## src/rtl/sd_pattern_gen.sv

```systemverilog
// Serial pattern transmitter: shifts a 1..MAX_LEN bit pattern out MSB-first,
// optionally repeating it with a fixed idle gap between passes.
`timescale 1ns/1ps
module sd_pattern_gen #(
  parameter int unsigned MAX_LEN    = 16,
  parameter int unsigned GAP_CYCLES = 2
) (
  input  logic               clk,
  input  logic               rst,
  input  logic               start,
  input  logic               abort,
  input  logic [MAX_LEN-1:0] pat_data,
  input  logic [4:0]         pat_len,
  input  logic [3:0]         repeat_cnt,
  output logic               pattern_out,
  output logic               bit_valid,
  output logic               busy,
  output logic               done
);

  localparam int unsigned     GAP_W    = (GAP_CYCLES > 0) ? $clog2(GAP_CYCLES + 1) : 1;
  localparam logic [GAP_W-1:0] GAP_LOAD = GAP_W'((GAP_CYCLES > 0) ? GAP_CYCLES - 1 : 0);
  localparam logic [4:0]      MAX_LEN5 = 5'(MAX_LEN);

  typedef enum logic [1:0] {IDLE, SEND, GAP} state_t;

  state_t             state;
  logic [MAX_LEN-1:0] pat_q;
  logic [MAX_LEN-1:0] shreg;
  logic [4:0]         len_q;
  logic [4:0]         bit_cnt;
  logic [3:0]         pass_cnt;
  logic [GAP_W-1:0]   gap_cnt;

  logic               start_ok_c;
  logic [MAX_LEN-1:0] aligned_c;

  // Pattern left-justified so the first bit to send sits at the MSB.
  assign start_ok_c = start && (pat_len != 5'd0) && (pat_len <= MAX_LEN5);
  assign aligned_c  = pat_data << (MAX_LEN5 - pat_len);

  always_ff @(posedge clk) begin
    if (rst) begin
      state       <= IDLE;
      pat_q       <= '0;
      shreg       <= '0;
      len_q       <= '0;
      bit_cnt     <= '0;
      pass_cnt    <= '0;
      gap_cnt     <= '0;
      pattern_out <= 1'b0;
      bit_valid   <= 1'b0;
      busy        <= 1'b0;
      done        <= 1'b0;
    end else begin
      case (state)
        IDLE: begin
          if (start_ok_c) begin
            pat_q       <= aligned_c;
            shreg       <= aligned_c << 1;
            len_q       <= pat_len;
            bit_cnt     <= pat_len - 5'd1;
            pass_cnt    <= repeat_cnt;
            gap_cnt     <= '0;
            pattern_out <= aligned_c[MAX_LEN-1];
            bit_valid   <= 1'b1;
            busy        <= 1'b1;
            done        <= 1'b0;
            state       <= SEND;
          end
        end

        SEND: begin
          if (abort) begin
            state       <= IDLE;
            bit_cnt     <= '0;
            pass_cnt    <= '0;
            gap_cnt     <= '0;
            pattern_out <= 1'b0;
            bit_valid   <= 1'b0;
            busy        <= 1'b0;
          end else if (bit_cnt != 5'd0) begin
            pattern_out <= shreg[MAX_LEN-1];
            shreg       <= shreg << 1;
            bit_cnt     <= bit_cnt - 5'd1;
          end else if (pass_cnt != 4'd0) begin
            // Last bit of a pass with more passes pending.
            pass_cnt <= pass_cnt - 4'd1;
            if (GAP_CYCLES > 0) begin
              state       <= GAP;
              gap_cnt     <= GAP_LOAD;
              pattern_out <= 1'b0;
              bit_valid   <= 1'b0;
            end else begin
              pattern_out <= pat_q[MAX_LEN-1];
              shreg       <= pat_q << 1;
              bit_cnt     <= len_q - 5'd1;
              bit_valid   <= 1'b1;
            end
          end else begin
            state       <= IDLE;
            pattern_out <= 1'b0;
            bit_valid   <= 1'b0;
            busy        <= 1'b0;
            done        <= 1'b1;
          end
        end

        GAP: begin
          if (abort) begin
            state       <= IDLE;
            bit_cnt     <= '0;
            pass_cnt    <= '0;
            gap_cnt     <= '0;
            pattern_out <= 1'b0;
            bit_valid   <= 1'b0;
            busy        <= 1'b0;
          end else if (gap_cnt == '0) begin
            state       <= SEND;
            pattern_out <= pat_q[MAX_LEN-1];
            shreg       <= pat_q << 1;
            bit_cnt     <= len_q - 5'd1;
            bit_valid   <= 1'b1;
          end else begin
            gap_cnt <= gap_cnt - GAP_W'(1);
          end
        end

        default: begin
          state       <= IDLE;
          pattern_out <= 1'b0;
          bit_valid   <= 1'b0;
          busy        <= 1'b0;
        end
      endcase
    end
  end

endmodule

```

## config.mk

```make
export PLATFORM = sky130hd
export DESIGN_NAME = sd_pattern_gen
export DESIGN_NICKNAME = d
export VERILOG_FILES = /design/src/rtl/sd_pattern_gen.sv
export SDC_FILE = /design/constraint.sdc
export NUM_CORES = 1
export LEC_CHECK = 0
export BUFFER_PORTS_ARGS = -buffer_cell sky130_fd_sc_hd__buf_2
export CAP_MARGIN = 20
export CORE_ASPECT_RATIO = 0.5
export CORE_MARGIN = 2
export CORE_UTILIZATION = 35
export DETAILED_ROUTE_END_ITERATION = 8
export GPL_ROUTABILITY_DRIVEN = 0
export PLACE_DENSITY = 0.53
export SYNTH_ARGS = -nofsm -noshare
export SYNTH_HDL_FRONTEND = slang
export SYNTH_SLANG_ARGS = --single-unit
```

## constraint.sdc

```tcl
create_clock -name clk -period 5 [get_ports clk]
set_input_delay 1.5 -clock clk [delete_from_list [all_inputs] [get_ports clk]]
set_output_delay 1.5 -clock clk [all_outputs]
set_load 0.005 [all_outputs]
```

==> impl_results.md <==
* Setup repair after global routing missed its margin: no
* Fraction of final layout cells sized beyond drive strength 1 at 19.11%
* Endpoint required time on the critical path at around 5.2 ns
* Instance count of the mapped netlist at approximately 440
* Crit-path max FO at 13
* Top Ports at 33
* Lkg Pwr at approximately 1.5 nW
* Number of cell rows at 26
* Maximum resistive drop on vdd at approximately 0.13 mV
* Clock tree from TritonCTS: done
* Wire per inst at 18.43 um
* Placeable Area at about 0.010 mm2
* Primary FF master, synth: dfxtp_1
* Reg2reg setup slack at around 2.3 ns
* Share of async-settable or async-resettable flops after synthesis at 0%
* Post-CTS Setup Inserts at 0
* Detail-routed via count per cell at slightly below 6
* Cell-internal power at 0.8831 mW
* Clk sink count at 53
* Number of nets in the layout at slightly below 500
* Placement Cell Area at ~0.004 mm2
* Place WS at 0.6042 ns
* Antenna diodes at 0
* Hpwl dp at approximately 7600 um
* Final Worst Setup Slack at 0.8794 ns
* Part of the cycle the worst path needs at a little over 80%
* Die footprint at 0.01173 mm2
* Congestion Overflow GR at 0
* Syn avg cell area at around 8.7 um2
* Global-route wire length before repair at 17,550 um
* Number of optimization iterations in the first detailed-route pass at 5
* Number of enable flip-flop cells after synthesis at 0
* CTS clock-pin slew for the worst setup and hold paths at 0.08 ns
* Data arrival at the endpoint of the critical path at around 4.3 ns
* Clock group share of total power at between 20% and 30%
* Total routing resource utilization after global routing at around a fifth
* Number of H-tree levels at 2
* Final Cell Area at 0.004165 mm2
* Power per standard cell area at about 340 mW/mm2
* Maximum number of pins on one net before global-route repair at 56
* Clock latency of the later-clocked register in the worst-skew pair at approximately 0.30 ns
* CP endpoint kind: flop
* Number of nets still failing antenna checks after routing at 0
* Distinct cells, synth at 72
* Max capacitance violation total at 0
* Layout Area Growth over Synthesis at 9.832%
* Count of input and output buffers at 32
* Final Max Tran Viols at 0
* 1st-iter DRT viols at between 200 and 300
* Worst Setup Path Type: in -> reg
* Hold-fix buffer count after cts at 0
* Endpoints failing hold at 0
* Setup tns final at 0 ns
* Kind of start point of the critical path: input port
* Share of total power in combinational logic at between 30% and 40%
* Die outline height at around 78 um
* Status: complete, no violations
* Inserted Clock Buffers at 5
* Share of total power consumed by net switching at 37.74%
* Maximum clock insertion buffer count at 2
* Highest Clock Rate at 242.7 MHz
* Total number of vias at 3,458
* Worst Clk Skew at roughly 0.0080 ns
* Minimum clock period at a little over 4 ns
* Total of flip-flops plus latches after synthesis at 53
* Initial core utilization at between 30 and 40%
* Vias in the first global route at 3,145
* Fin cells at a little under 600
* Relative contribution of sequential cells to total power at about 36%
* Number of instances resized during post-cts repair at 0
* CTS root buf: clkbuf_16
* Routed wire length at about 11,000 um
* Antenna violations before repair at 0
* Cell Area, Synth at about 0.0038 mm2
* Final setup vio count at 0
* Path class of the lowest-slack min-delay path: reg -> reg
* Synthesis warning total at 0
* Transition time at the pin with the least slew margin at roughly 0.93 ns
* Remaining design rule violation count at 0
* Width of the die at ~150 um
* Fraction of the yosys area taken by sequential cells at between 20% and 30%
* DP Cell Count at slightly below 600
* Synthesized Nets at around 480
* Switching power at about 0.54 mW
* Tightest slew margin relative to the limit at approximately 38%
final timing paths:
kind                                             from                 endpoint  cells past startpoint
worst max-delay path                       pat_len[0]   pat_q[10]$_SDFFE_PP0P_                      9
worst min-delay path            pat_q[6]$_SDFFE_PP0P_    pat_q[6]$_SDFFE_PP0P_                      2
worst max register to register  state[1]$_SDFFE_PP0P_  bit_cnt[2]$_SDFFE_PP0P_                      7
worst min register to register  pat_q[6]$_SDFFE_PP0P_    pat_q[6]$_SDFFE_PP0P_                      2
metal layers:
metal	up-vias	global-route usage (%)	routed length (um)
met2	84	26.74	4405
met4	0	4.953	158
met1	1687	29.72	5734
met5	-	0	0
met3	13	3.765	572
li1	1674	-	-
synth_stat cells, drive strengths merged, types with 8 or more instances:
master,n,area (um2)
a21oi,34,173.9
buf,18,120.1
clkbuf,17,63.81
dfxtp,53,1061
ha,11,137.6
inv,15,56.30
mux2,9,101.4
mux2i,17,170.2
mux4,13,292.8
nand2,41,153.9
nand3,13,65.06
nor2,34,127.6
nor3,17,85.08
nor3b,8,60.06
o21ai,8,40.04
metrics by stage:
step	util, %	power [mW]	hold slack, ns
2_1_floorplan	-	0.9205	0.4315
3_3_place_gp	38.65	1.047	0.4415
3_5_place_dp	38.65	1.046	0.4473
4_1_cts	40.14	1.422	0.4596
5_1_grt	40.14	1.510	0.4784
6_report	40.14	1.419	0.4591
power groups by stage:
| stage | combinational [mW] | clock, mW | sequential (mW) |
|---|---|---|---|
| after global placement | 0.528 | 0 | 0.519 |
| final | 0.536 | 0.373 | 0.509 |
| after detailed placement | 0.528 | 0 | 0.519 |
| after global routing | 0.592 | 0.402 | 0.516 |
| after CTS | 0.530 | 0.383 | 0.509 |
| after floorplan | 0.411 | 0 | 0.509 |
registers in the layout, indices dropped and copies added, names as in the netlist:
name         flops
pattern_out      1
done             1
pass_cnt         4
bit_cnt          5
shreg           15
state            2
bit_valid        1
pat_q           16
gap_cnt          2
len_q            5
busy             1
cells in the final DEF, fill, tap and decap left out, types with 3 or more instances in the layout:
cell / instances
a211oi_1: 6
a21oi_1: 33
a221o_1: 5
a221oi_1: 7
a22o_1: 5
a311oi_1: 4
and3_1: 3
buf_2: 32
buf_4: 8
clkbuf_16: 5
dfxtp_1: 53
ha_1: 11
inv_1: 15
mux2_2: 9
mux2i_1: 17
mux4_2: 13
nand2_1: 41
nand2b_1: 4
nand3_1: 13
nand3b_1: 3
nor2_1: 34
nor2b_1: 6
nor3_1: 17
nor3b_1: 8
o211ai_1: 7
o21ai_0: 8
o22ai_1: 3
o31a_1: 3
o31ai_1: 4
o41ai_1: 4
or2_2: 3
or3_1: 7
xnor2_1: 4
xor2_1: 5
cells by family (layout without fill, tap and decap cells):
logic type,count (synthesis),after routing,share of synthesized area [%]
AND/OR/NAND/NOR,153,153,21.12
AO/OA/AOI/OAI,118,118,22.93
flip-flops,53,53,27.98
buffers and inverters,52,65,6.532
multiplexers,39,39,14.88
adder cells (fa/ha/maj),11,11,3.629
XOR/XNOR,11,11,2.936
cell type report:
type	instances	area, um2
inverters	17	63.81
flip-flops and latches	53	1061
clock inverters	3	28.78
well taps	140	175.2
multi-input cells	332	2491
fillers	1082	6212
repair buffers	40	220.2
clock buffers	5	125.1
worst max-delay path, stage by stage:
cell and delay (ns):
buf_2 0.11, inv_1 0.10, ha_1 0.35, nor3b_1 0.53, ha_1 0.47, o21ai_0 0.39, a2111oi_1 0.47, a21oi_1 0.14
a311oi_1 0.27
(Power assumes the default switching activity.)
